### src/rtl/mem_arb_pkg.sv
// Shared types and constants for the memory port arbiter.
// Optional feature macro: ARB_RR_EN (round-robin between icache and dcache).
package mem_arb_pkg;

    localparam int unsigned DEF_BLOCK_SIZE = 8;

    // Grant encoding on the grant output
    localparam logic [1:0] GNT_NONE = 2'b00;
    localparam logic [1:0] GNT_I    = 2'b01;
    localparam logic [1:0] GNT_D    = 2'b10;

    typedef enum logic [2:0] {
        IDLE    = 3'd0,
        G_DWR   = 3'd1,
        G_DRD   = 3'd2,
        G_IRD   = 3'd3,
        RELEASE = 3'd4
    } arb_state_t;

endpackage

### src/rtl/arb_pick.sv
// Combinational winner select between the icache and dcache requests.
// Ports: i_req, d_wr_req, d_rd_req (request levels), last_grant (only with
// ARB_RR_EN), win (GNT_* encoding), win_wr (dcache winner is the write).
// Macro ARB_RR_EN: round-robin on simultaneous requests; otherwise dcache wins.
module arb_pick
    import mem_arb_pkg::*;
(
    input  logic       i_req,
    input  logic       d_wr_req,
    input  logic       d_rd_req,
`ifdef ARB_RR_EN
    input  logic [1:0] last_grant,
`endif
    output logic [1:0] win,
    output logic       win_wr
);

    logic d_req;

    assign d_req  = d_wr_req | d_rd_req;
    // Within the dcache a pending write-back always goes before its refill
    assign win_wr = d_wr_req;

    always_comb begin
        win = GNT_NONE;
`ifdef ARB_RR_EN
        if (d_req && i_req) begin
            win = (last_grant == GNT_D) ? GNT_I : GNT_D;
        end else if (d_req) begin
            win = GNT_D;
        end else if (i_req) begin
            win = GNT_I;
        end
`else
        if (d_req) begin
            win = GNT_D;
        end else if (i_req) begin
            win = GNT_I;
        end
`endif
    end

endmodule

### src/rtl/mem_port_arbiter.sv
// Shares one external memory port between icache refills and dcache
// write-back/refill bursts. Grants whole BLOCK_SIZE-beat bursts, routes beat
// strobes to the granted requester only, and keeps a dcache write-back and
// its following refill back to back.
// Ports: clk, reset_n (async active-low); icache read req/addr/data/val;
// dcache write req/addr/data/val and read req/addr/data/val; memory side
// mem_req/mem_we/mem_addr/mem_wdata/mem_rdata/mem_val; grant (00/01/10).
// Macro ARB_RR_EN: round-robin icache/dcache arbitration with last_grant.
module mem_port_arbiter
    import mem_arb_pkg::*;
#(
    parameter int unsigned BLOCK_SIZE = DEF_BLOCK_SIZE,
    parameter int unsigned ADDR_W     = 32,
    parameter int unsigned DATA_W     = 32
) (
    input  logic              clk,
    input  logic              reset_n,
    input  logic              i_mem_read_req,
    input  logic [ADDR_W-1:0] i_mem_read_addr,
    output logic [DATA_W-1:0] i_mem_read_data,
    output logic              i_mem_read_val,
    input  logic              d_mem_write_req,
    input  logic [ADDR_W-1:0] d_mem_write_addr,
    input  logic [DATA_W-1:0] d_mem_write_data,
    output logic              d_mem_write_val,
    input  logic              d_mem_read_req,
    input  logic [ADDR_W-1:0] d_mem_read_addr,
    output logic [DATA_W-1:0] d_mem_read_data,
    output logic              d_mem_read_val,
    output logic              mem_req,
    output logic              mem_we,
    output logic [ADDR_W-1:0] mem_addr,
    output logic [DATA_W-1:0] mem_wdata,
    input  logic [DATA_W-1:0] mem_rdata,
    input  logic              mem_val,
    output logic [1:0]        grant
);

    localparam int unsigned CNT_W = $clog2(BLOCK_SIZE) + 1;

    arb_state_t        state_q, state_d;
    arb_state_t        src_q, src_d;       // burst type, held through RELEASE
    logic [CNT_W-1:0]  beat_cnt_q, beat_cnt_d;
    logic [ADDR_W-1:0] addr_d;
    logic              mem_req_d, mem_we_d;
    logic [1:0]        grant_d;
    logic [1:0]        win;
    logic              win_wr;
    logic              src_req;
`ifdef ARB_RR_EN
    logic [1:0]        last_grant_q, last_grant_d;
`endif

    arb_pick u_pick (
        .i_req      (i_mem_read_req),
        .d_wr_req   (d_mem_write_req),
        .d_rd_req   (d_mem_read_req),
`ifdef ARB_RR_EN
        .last_grant (last_grant_q),
`endif
        .win        (win),
        .win_wr     (win_wr)
    );

    // Data paths: write data passes straight through, read data is broadcast
    assign mem_wdata       = d_mem_write_data;
    assign i_mem_read_data = mem_rdata;
    assign d_mem_read_data = mem_rdata;

    // Request level of whoever owned the burst now being released
    always_comb begin
        case (src_q)
            G_DWR:   src_req = d_mem_write_req;
            G_DRD:   src_req = d_mem_read_req;
            G_IRD:   src_req = i_mem_read_req;
            default: src_req = 1'b0;
        endcase
    end

    // Next state, burst bookkeeping and beat strobe routing
    always_comb begin
        state_d         = state_q;
        src_d           = src_q;
        beat_cnt_d      = beat_cnt_q;
        addr_d          = mem_addr;
`ifdef ARB_RR_EN
        last_grant_d    = last_grant_q;
`endif
        i_mem_read_val  = 1'b0;
        d_mem_read_val  = 1'b0;
        d_mem_write_val = 1'b0;

        case (state_q)
            IDLE: begin
                if (win == GNT_I) begin
                    state_d = G_IRD;
                    addr_d  = i_mem_read_addr;
                end else if (win == GNT_D) begin
                    state_d = win_wr ? G_DWR : G_DRD;
                    addr_d  = win_wr ? d_mem_write_addr : d_mem_read_addr;
                end
                if (win != GNT_NONE) begin
                    src_d      = state_d;
                    beat_cnt_d = '0;
`ifdef ARB_RR_EN
                    last_grant_d = win;
`endif
                end
            end

            G_DWR, G_DRD, G_IRD: begin
                i_mem_read_val  = mem_val && (state_q == G_IRD);
                d_mem_read_val  = mem_val && (state_q == G_DRD);
                d_mem_write_val = mem_val && (state_q == G_DWR);
                if (mem_val) begin
                    // Final beat closes the burst; the counter idles at 0
                    if (beat_cnt_q == CNT_W'(BLOCK_SIZE - 1)) begin
                        beat_cnt_d = '0;
                        state_d    = RELEASE;
                    end else begin
                        beat_cnt_d = beat_cnt_q + CNT_W'(1);
                    end
                end
            end

            RELEASE: begin
                if (!src_req) begin
                    // Write-back followed by its refill skips arbitration
                    if ((src_q == G_DWR) && d_mem_read_req) begin
                        state_d    = G_DRD;
                        src_d      = G_DRD;
                        addr_d     = d_mem_read_addr;
                        beat_cnt_d = '0;
`ifdef ARB_RR_EN
                        last_grant_d = GNT_D;
`endif
                    end else begin
                        state_d = IDLE;
                        src_d   = IDLE;
                    end
                end
            end

            default: begin
                state_d = IDLE;
                src_d   = IDLE;
            end
        endcase

        mem_req_d = (state_d == G_DWR) || (state_d == G_DRD) || (state_d == G_IRD);
        mem_we_d  = (state_d == G_DWR);
        grant_d   = (state_d == G_IRD) ? GNT_I : (mem_req_d ? GNT_D : GNT_NONE);
    end

    // State and registered memory-side outputs
    always_ff @(posedge clk or negedge reset_n) begin
        if (!reset_n) begin
            state_q      <= IDLE;
            src_q        <= IDLE;
            beat_cnt_q   <= '0;
            mem_addr     <= '0;
            mem_req      <= 1'b0;
            mem_we       <= 1'b0;
            grant        <= GNT_NONE;
`ifdef ARB_RR_EN
            last_grant_q <= GNT_D;
`endif
        end else begin
            state_q      <= state_d;
            src_q        <= src_d;
            beat_cnt_q   <= beat_cnt_d;
            mem_addr     <= addr_d;
            mem_req      <= mem_req_d;
            mem_we       <= mem_we_d;
            grant        <= grant_d;
`ifdef ARB_RR_EN
            last_grant_q <= last_grant_d;
`endif
        end
    end

endmodule

### config.mk
export PLATFORM = sky130hd
export DESIGN_NAME = mem_port_arbiter
export DESIGN_NICKNAME = d
export VERILOG_FILES = /design/src/rtl/mem_arb_pkg.sv /design/src/rtl/arb_pick.sv /design/src/rtl/mem_port_arbiter.sv
export SDC_FILE = /design/constraint.sdc
export NUM_CORES = 1
export LEC_CHECK = 0
export BUFFER_PORTS_ARGS = -buffer_cell sky130_fd_sc_hd__buf_2
export CAP_MARGIN = 10
export CELL_PAD_IN_SITES_DETAIL_PLACEMENT = 1
export CELL_PAD_IN_SITES_GLOBAL_PLACEMENT = 2
export CORE_MARGIN = 2
export CORE_UTILIZATION = 20
export CTS_CLUSTER_SIZE = 10
export DETAILED_ROUTE_END_ITERATION = 12
export GPL_ROUTABILITY_DRIVEN = 0
export PLACE_DENSITY = 0.93
export SLEW_MARGIN = 10
export SYNTH_ARGS = -nofsm -noshare
export SYNTH_HDL_FRONTEND = slang
export SYNTH_HIERARCHICAL = 1
export SYNTH_SLANG_ARGS = --single-unit
### constraint.sdc
create_clock -name clk -period 1.9 [get_ports clk]
set_input_delay 0.19 -clock clk [delete_from_list [all_inputs] [get_ports clk]]
set_output_delay 0.19 -clock clk [all_outputs]
set_load 0.05 [all_outputs]
==> results of run 1 <==
[registers in the layout, summed over array words and instances, names as in the netlist]
| signal | cells |
|---|---|
| mem_we | 1 |
| beat_cnt_q | 4 |
| state_q | 3 |
| grant | 2 |
| src_q | 3 |
| mem_req | 1 |
| mem_addr | 32 |
[metrics by stage]
step                      hold slack, ns  cell area (sq um)  total power (W)  TNS (ns)  instances
after floorplan                  -0.1056               3707         0.004715         0        432
after global placement            0.2337               4073         0.005051    -2.864        703
after detailed placement          0.2393               4073         0.005140    -5.204        703
after CTS                         0.2490               4282         0.006393         0        712
after global routing              0.2843               4302         0.006707         0        713
final                             0.2629               4302         0.006271         0        713
[cells in the mapped netlist, drive strengths merged, types with 2 or more instances]
| master | count | share of area |
|---|---|---|
| o32ai | 2 | 0.0047 |
| clkbuf | 12 | 0.016 |
| ha | 4 | 0.014 |
| and3 | 30 | 0.051 |
| o21ai | 37 | 0.050 |
| mux2i | 30 | 0.081 |
| nand2 | 6 | 0.0061 |
| mux2 | 3 | 0.0092 |
| buf | 113 | 0.24 |
| dfrtp | 46 | 0.31 |
| nand3 | 62 | 0.084 |
| nor3 | 4 | 0.012 |
| nor3b | 6 | 0.015 |
| nor2b | 4 | 0.0068 |
| inv | 37 | 0.038 |
| nand4 | 2 | 0.0034 |
| a22o | 3 | 0.0071 |
| a31oi | 2 | 0.0034 |
| a21oi | 4 | 0.0054 |
| o211ai | 2 | 0.0041 |
| nor2 | 7 | 0.0071 |
[final timing paths]
path	slack, ns	end	cells after the start
max in group asynchronous	0.91	mem_addr[25]	3
min reg2reg	0.51	mem_addr[22]	2
max	0.15	mem_addr[0]	5
min	0.26	beat_cnt_q[3]	3
min in group asynchronous	0.44	mem_addr[5]	2
max reg2reg	0.15	mem_addr[0]	5
[where the power goes]
group	switching (W)	internal [W]	leakage, nW	total (W)
logic	0.00236	0.000994	1.38	0.00336
registers	0.000282	0.00145	0.548	0.00173
clock network	0.000391	0.000790	0.0971	0.00118
total	0.00303	0.00324	2.02	0.00627
[per-layer routing]
layer / track usage / share of wire / up-vias
met5: 0 / 0 / -
met4: 0.03895 / 0.021 / 0
met3: 0.02959 / 0.067 / 31
met2: 0.1992 / 0.49 / 121
met1: 0.1362 / 0.42 / 1497
li1: - / - / 1469
[worst max-delay path, delay by kind of cell, from the launching register on]
kind	cells	cell delay (ns)
buffers and inverters	1	0.25
DFF	1	0.48
and+or+nand+nor	3	0.81
muxes	1	0.07
[final cells by class]
type / instances / area share
well taps: 229 / 0.06661
multi-input cells: 224 / 0.3499
clock buffers: 6 / 0.03229
repair buffers: 169 / 0.2373
flip-flops and latches: 46 / 0.2676
clock inverters: 2 / 0.01396
inverters: 37 / 0.03229
[cell families (layout without fill, tap and decap cells)]
family,after synthesis,count (layout),synth area share
xor+xnor,1,1,0.002373
buf+inv,162,214,0.2898
simple gates,128,128,0.1993
mux,33,33,0.09051
flops,46,46,0.3119
compound gates,58,58,0.09255
fa+ha+maj,4,4,0.01356
[what timing repair did]
action / in CTS / in global routing
buffers inserted: 0 / 1
hold endpoints to repair: 22 / 0
hold buffers: 1 / 0
endpoints found under the setup margin: 0 / 1
==> metrics.txt, run 1 <==
synthesized instance count=432; Crit Path Category=reg2reg; Static Leakage=2.023 nW; count of distinct cell types in the synthesized netlist=43; number of register bits inferred by synthesis=46; number of iterations in the first detailed-routing pass=4; Placement Rows=49; ordered cell list for the critical path=or3b_2 > buf_4 > nand3_1 > and3_1 > mux2i_1; worst setup path startpoint=state_q[2]; DRC violation count after routing=0; number of nets with antenna violations after detailed routing=0; final count of pins violating max slew=0; overflow left after global routing=0; synthesized netlist net count=602; Final Hold Vio Count=0; critical path fanouts, max=33; Die Wd=139.9 um; run status=finished, final reports clean; Ports=301; Core Region=0.01802 sq mm; area of the multi-input gates=0.001505 sq mm; fin util=0.2387; clock input transition at the sequential cells of the worst setup and hold paths=0.07 ns; worst slew margin relative to its limit=0.5878; required time at the endpoint of the critical path=2.08 ns; first-pass GRT wire length=17,710 um; Setup Skew=0.006857 ns; slowest CP cell=sky130_fd_sc_hd__or3b_2; mean area per synthesized cell=8.544 sq um; setup repair after global routing missed its margin=no; Peak VDD IR=593.2 uV; Power Dens Cells=1458 mW/mm^2; Root Buffer=sky130_fd_sc_hd__clkbuf_16; first-iteration detailed-routing DRC count=65; fin crit share=0.9222; total standard cell area after synthesis=0.003691 sq mm; Post-synth EDFFs=0; PnR worst setup slack=0.1479 ns; FILL cells=2,193; Avg Vias per Cell=4.373; Area growth, synth to finish=16.54%; maximum buffer depth of the clock tree=2; Initial Utilization=0.2048; Worst-Skew Late Latency=0.29 ns; total detailed-routing wirelength=11,200 um; data arrival at the endpoint of the critical path=1.93 ns; endpoints failing setup=0; register area=0.001151 sq mm; leading cell types in the layout, fill and taps excluded=140 x sky130_fd_sc_hd__buf_2, 62 x sky130_fd_sc_hd__nand3_1, 46 x sky130_fd_sc_hd__dfrtp_1; startpoint of the most critical register-to-register path=state_q[2]; largest net degree at the start of global routing=34; Post-layout nets=653; type of destination of the critical path=flop; number of global-route vias before repair=3,298; Die Footprint=0.01956 sq mm; share of async-settable or async-resettable flops after synthesis=1.000; placed wire-length estimate=8643 um; hold path startpoint=mem_val; dominant synthesized flop cell=sky130_fd_sc_hd__dfrtp_1; share of synthesized area occupied by flip-flops and latches=0.3119; maximum clock frequency=570.7 MHz; max incr delay on CP=0.49 ns; most common library cell in the layout ignoring fill and taps=sky130_fd_sc_hd__buf_2; number of cells upsized or downsized after cts=0; share of layout cells above drive strength 1=0.3926; transition time at the pin with the least slew margin=0.6183 ns; max cap viols=0; critical path startpoint category=flop; routed length per instance=15.70 um; worst-case setup slack after placement=-0.2155 ns; CTS buffer count=5; initial antenna violation count=0; H-Tree Depth=2; number of antenna repair diodes=0; min cycle time layout=1.752 ns; Clock Sinks=46; number of synthesis warnings=6; worst min-delay path category=in2reg; vias post-DR=3,118; die outline height=139.9 um; IO Port Bufs=140; overall global routing resource usage=0.1143; TritonCTS clock tree=built
No activity file was read; power rests on OpenSTA's default activity.
==> run 2: changes to the inputs <==
--- a/config.mk
+++ b/config.mk
@@ -9,13 +9,14 @@
 export CAP_MARGIN = 10
 export CELL_PAD_IN_SITES_DETAIL_PLACEMENT = 1
 export CELL_PAD_IN_SITES_GLOBAL_PLACEMENT = 2
+export CORE_ASPECT_RATIO = 0.75
 export CORE_MARGIN = 2
 export CORE_UTILIZATION = 20
 export CTS_CLUSTER_SIZE = 10
 export DETAILED_ROUTE_END_ITERATION = 12
 export GPL_ROUTABILITY_DRIVEN = 0
 export PLACE_DENSITY = 0.93
-export SLEW_MARGIN = 10
+export SLEW_MARGIN = 20
 export SYNTH_ARGS = -nofsm -noshare
 export SYNTH_HDL_FRONTEND = slang
 export SYNTH_HIERARCHICAL = 1
==> run 2 against run 1 <==
Via count is 0.61% lower. Critical endpoint is now mem_addr[30]. Largest power group unchanged. Maximum frequency is 2.1% lower. Highest routed layer unchanged. Non-clock buffer count is 1 higher. Design area is 1.1% higher.
==> metrics.txt, run 2 (same netlist as run 1, synthesis figures left out) <==
clock input transition at the sequential cells of the worst setup and hold paths=0.07 ns; maximum buffer depth of the clock tree=2; most common library cell in the layout ignoring fill and taps=sky130_fd_sc_hd__buf_2; worst hold margin=0.2577 ns; total detailed-routing wirelength=12,070 um; type of destination of the critical path=flop; Static Leakage=2.042 nW; critical path startpoint category=flop; transition time at the pin with the least slew margin=0.5533 ns; Clock Sinks=46; largest net degree at the start of global routing=40; placed wire-length estimate=9497 um; Ports=301; worst-case setup slack after placement=-0.1441 ns; Final Hold Vio Count=0; required time at the endpoint of the critical path=2.07 ns; worst slew margin relative to its limit=0.6312; die outline height=121.7 um; Peak VDD IR=375.5 uV; min cycle time layout=1.791 ns; H-Tree Depth=2; number of placed cells counting well taps=715; DRC violation count after routing=0; Initial Utilization=0.2066; PnR worst setup slack=0.1094 ns; run status=finished, final reports clean; Avg Vias per Cell=4.263; slowest CP cell=sky130_fd_sc_hd__dfrtp_1; Area after DPL=0.004119 sq mm; Power Dens Cells=1449 mW/mm^2; ordered cell list for the critical path=and2b_1 > a32oi_1 > nor3_4 > buf_4 > mux2_2; cell count of the worst reg-to-reg path=5; Core Region=0.01787 sq mm; Crit path max-delay family=simple AND/OR/NAND/NOR gates; final cell count without fillers=727; data arrival at the endpoint of the critical path=1.96 ns; Worst-Skew Late Latency=0.29 ns; total negative slack=0 ns; number of antenna repair diodes=0; initial antenna violation count=0; share of layout cells above drive strength 1=0.3938; number of cells upsized or downsized after cts=0; max cap viols=0; first-iteration detailed-routing DRC count=149; Die Wd=160.9 um; first-pass GRT wire length=18,690 um; max incr delay on CP=0.44 ns; Placement Rows=42; largest register by flop count=mem_addr; design area=0.004350 sq mm; Cells on Worst Hold Path=3; overall global routing resource usage=0.1231; number of flip-flops in the largest register=32; number of nets with antenna violations after detailed routing=0; Die Footprint=0.01957 sq mm; number of global-route vias before repair=3,271; maximum clock frequency=558.5 MHz; CTS buffer count=5; total buffers and inverters traversed by the critical path=1; overflow left after global routing=0; routed length per instance=16.60 um; TritonCTS clock tree=built; fin crit share=0.9424; endpoints failing setup=0; logic depth of the worst setup path including buffers=5; Setup Skew=0.009269 ns; largest registers=mem_addr (32), beat_cnt_q (4); Root Buffer=sky130_fd_sc_hd__clkbuf_16; worst min-delay path category=in2reg; critical path fanouts, max=6; vias post-DR=3,099; Area growth, synth to finish=17.86%; Crit Path Category=reg2reg; leading cell types in the layout, fill and taps excluded=140 x sky130_fd_sc_hd__buf_2, 62 x sky130_fd_sc_hd__nand3_1, 46 x sky130_fd_sc_hd__dfrtp_1; number of iterations in the first detailed-routing pass=4; final count of pins violating max slew=0; Post-layout nets=654; IO Port Bufs=140
## run 2: cell types whose count changed in the layout (fill, tap and decap cells not counted), sizes merged
| cell | change |
|---|---|
| buf | +1 |
## run 2: per-layer routing
layer | share of wire | up-vias | track usage
met5 | 0 | - | 0
met4 | 0.0070 | 0 | 0.02400
li1 | - | 1469 | -
met2 | 0.43 | 157 | 0.1835
met3 | 0.11 | 11 | 0.05856
met1 | 0.46 | 1462 | 0.1630
## run 2: path summary, 6_finish.rpt
kind / from / end / slack (ns)
max reg2reg: state_q[2] / mem_addr[30] / 0.11
max in group asynchronous: reset_n / mem_addr[29] / 0.89
min in group asynchronous: reset_n / mem_addr[5] / 0.46
min: mem_val / beat_cnt_q[3] / 0.26
max: state_q[2] / mem_addr[30] / 0.11
min reg2reg: mem_addr[29] / mem_addr[29] / 0.51
## run 2: stage by stage
| stage | power, W | util |
|---|---|---|
| floorplan | 0.004715 | - |
| global placement | 0.005082 | 0.2305 |
| detailed placement | 0.005165 | 0.2305 |
| CTS | 0.006403 | 0.2422 |
| global route | 0.006703 | 0.2435 |
| finish | 0.006306 | 0.2435 |
## run 2: cell type report
type	instances	area, sq um
Fill cell	2195	13520
Multi-Input combinational cell	224	1505
Sequential cell	46	1151
Timing Repair Buffer	170	1054
Tap cell	242	302.8
Clock buffer	6	138.9
Inverter	37	138.9
Clock inverter	2	60.06
## run 2: report_power, final
| part | internal, W | leakage, nW | switching (W) |
|---|---|---|---|
| registers | 0.00145 | 0.548 | 0.000310 |
| logic | 0.000993 | 1.40 | 0.00236 |
| clock network | 0.000791 | 0.0971 | 0.000394 |
## run 2: worst min-delay path: stages
cell,delay [ns]
sky130_fd_sc_hd__buf_2,0.13
sky130_fd_sc_hd__o21ai_0,0.11
sky130_fd_sc_hd__o41ai_1,0.09
## run 2: repair_timing
| item | in CTS | in global routing |
|---|---|---|
| hold buffers | 1 | 0 |
| setup buffers | 0 | 3 |
| endpoints found under the setup margin | 0 | 1 |
| endpoints found under the hold margin | 21 | 0 |
==> run 3: changes to the inputs <==
--- a/config.mk
+++ b/config.mk
@@ -5,17 +5,17 @@
 export SDC_FILE = /design/constraint.sdc
 export NUM_CORES = 1
 export LEC_CHECK = 0
-export BUFFER_PORTS_ARGS = -buffer_cell sky130_fd_sc_hd__buf_2
 export CAP_MARGIN = 10
 export CELL_PAD_IN_SITES_DETAIL_PLACEMENT = 1
 export CELL_PAD_IN_SITES_GLOBAL_PLACEMENT = 2
 export CORE_ASPECT_RATIO = 0.75
 export CORE_MARGIN = 2
-export CORE_UTILIZATION = 20
+export CORE_UTILIZATION = 30
 export CTS_CLUSTER_SIZE = 10
 export DETAILED_ROUTE_END_ITERATION = 12
+export DONT_BUFFER_PORTS = 1
 export GPL_ROUTABILITY_DRIVEN = 0
-export PLACE_DENSITY = 0.93
+export PLACE_DENSITY = 0.86
 export SLEW_MARGIN = 20
 export SYNTH_ARGS = -nofsm -noshare
 export SYNTH_HDL_FRONTEND = slang
==> constraint.sdc (replaced) <==
create_clock -name clk -period 2.2 [get_ports clk]
set_input_delay 0.22 -clock clk [delete_from_list [all_inputs] [get_ports clk]]
set_output_delay 0.22 -clock clk [all_outputs]
set_load 0.05 [all_outputs]
==> run 3 against run 2 <==
Cell count down 31%. Worst setup slack better by 0.18 ns. Design area down 22%. Via count down 16%. Clock skew down 0.0038 ns. Utilization up 3.8 points. Die area down 32%. Sequential power up 58%. Combinational power down 65%. Sequential share of layout area up 7.3 points. Register-to-register slack better by 0.18 ns. Critical path type unchanged. Critical endpoint unchanged. Highest routed layer unchanged.
==> metrics.txt, run 3 (same netlist as run 1, synthesis figures left out) <==
number of antenna repair diodes=0; FILL cells=1,434; CTS hold repair buffers=2; overall global routing resource usage=0.1511; largest register by flop count=mem_addr; Crit Path Category=reg2reg; data arrival at the endpoint of the critical path=2.08 ns; total detailed-routing wirelength=10,120 um; cell count of the worst reg-to-reg path=6; Setup Skew=0.005489 ns; setup repair after global routing missed its margin=no; Avg Vias per Cell=5.192; Die Footprint=0.01322 sq mm; first-iteration detailed-routing DRC count=88; Area after DPL=0.003176 sq mm; number of cells upsized or downsized after cts=0; hold path startpoint=mem_val; endpoints failing setup=0; share of layout cells above drive strength 1=0.1224; TritonCTS clock tree=built; die outline height=100.1 um; number of iterations in the first detailed-routing pass=4; Placement Rows=35; first-pass GRT wire length=15,520 um; most common library cell in the layout ignoring fill and taps=sky130_fd_sc_hd__nand3_1; routed length per instance=20.19 um; met1 routing resource usage after global routing=0.1850; Core Region=0.01213 sq mm; transition time at the pin with the least slew margin=0.5320 ns; Power Dens Cells=1458 mW/mm^2; final cell count without fillers=501; Area growth, synth to finish=-7.559%; run status=finished, final reports clean; DRC violation count after routing=0; R2R Path End=mem_addr[30]; number of flip-flops in the largest register=32; GR Util met3=0.07424; internal reg-to-reg setup slack=0.29 ns; design area=0.003412 sq mm; GRT Max-Usage Layer=met2; largest registers=mem_addr (32), beat_cnt_q (4); max cap viols=0; critical path startpoint category=flop; worst min-delay path category=in2reg; Ports=301; type of destination of the critical path=flop; maximum clock frequency=523.3 MHz; CTS buffer count=5; IO Port Bufs=0; total power draw=0.004975 W; fin crit share=0.8686; number of global-route vias before repair=2,719; Worst-Skew Late Latency=0.29 ns; initial antenna violation count=0; Root Buffer=sky130_fd_sc_hd__clkbuf_16; number of nets with antenna violations after detailed routing=0; overflow left after global routing=0; startpoint of the most critical register-to-register path=state_q[2]; clock input transition at the sequential cells of the worst setup and hold paths=0.07 ns; Peak VDD IR=331.7 uV; Cells on Worst Hold Path=2; Die Wd=132.1 um; Final Hold Vio Count=0; final count of pins violating max slew=0; leading cell types in the layout, fill and taps excluded=62 x sky130_fd_sc_hd__nand3_1, 46 x sky130_fd_sc_hd__dfrtp_1, 37 x sky130_fd_sc_hd__inv_1, 37 x sky130_fd_sc_hd__o21ai_0; Clock Sinks=46; critical path fanouts, max=15; maximum buffer depth of the clock tree=2; buffers inserted during post-CTS setup optimization=0; required time at the endpoint of the critical path=2.37 ns; H-Tree Depth=2; Post-layout nets=504; number of placed cells counting well taps=491; Endpoint, Worst Hold=beat_cnt_q[3]; vias post-DR=2,601; worst slew margin relative to its limit=0.6437; Initial Utilization=0.3043; Static Leakage=1.415 nW; placed wire-length estimate=7536 um; fraction of met2 tracks used by global routing=0.2436; total negative slack=0 ns; min cycle time layout=1.911 ns; largest net degree at the start of global routing=58
## run 3: cell types whose count changed in the layout (fill, tap and decap cells not counted), sizes merged
cell	previous run	this run
buf	169	19
## run 3: area by class of cell
class | instances | area [sq um] | area share
timing repair buffer | 20 | 210.2 | 0.06161
inverter | 37 | 138.9 | 0.04070
clock inverter | 2 | 60.06 | 0.01760
multi-input combinational | 224 | 1505 | 0.4411
sequential | 46 | 1151 | 0.3374
clock buffer | 6 | 138.9 | 0.04070
tap | 166 | 207.7 | 0.06087
## run 3: worst max-delay path by stage
stage                   startpoint              to  slack, ns  cells after the start
floorplan               state_q[2]  i_mem_read_val       0.17                      2
global placement    d_mem_read_req    mem_addr[30]       0.25                      7
detailed placement  d_mem_read_req    mem_addr[29]       0.20                      7
CTS                     state_q[2]    mem_addr[23]       0.26                      5
global route            state_q[2]    mem_addr[23]       0.15                      5
finish                  state_q[2]    mem_addr[30]       0.29                      6
## run 3: per-layer routing
| metal | wire length (um) | part of all wire | vias up |
|---|---|---|---|
| li1 | - | - | 1172 |
| met1 | 4362 | 0.43 | 1261 |
| met2 | 4648 | 0.46 | 151 |
| met3 | 1013 | 0.10 | 17 |
| met4 | 92 | 0.0091 | 0 |
| met5 | 0 | 0 | - |
## run 3: report_power, final
group / internal [W] / switching [W] / leakage [nW]
clock network: 0.000683 / 0.000340 / 0.0971
logic: 0.000533 / 0.000635 / 0.770
registers: 0.00123 / 0.00155 / 0.548
## run 3: worst max-delay path: stages, from the launching register on
cell	delay, ns
sky130_fd_sc_hd__dfrtp_1	0.52
sky130_fd_sc_hd__buf_4	0.23
sky130_fd_sc_hd__inv_1	0.13
sky130_fd_sc_hd__a32oi_1	0.11
sky130_fd_sc_hd__nor3_4	0.25
sky130_fd_sc_hd__buf_12	0.21
sky130_fd_sc_hd__mux2_2	0.34
## run 3: stage by stage
step,util,hold WS (ns),worst slack [ns]
after floorplan,-,-0.07559,0.1746
after global placement,0.2618,-0.07416,0.2475
after detailed placement,0.2618,-0.07422,0.1967
after CTS,0.2813,0.1356,0.2622
after global routing,0.2813,0.1642,0.1455
final,0.2813,0.1428,0.2891
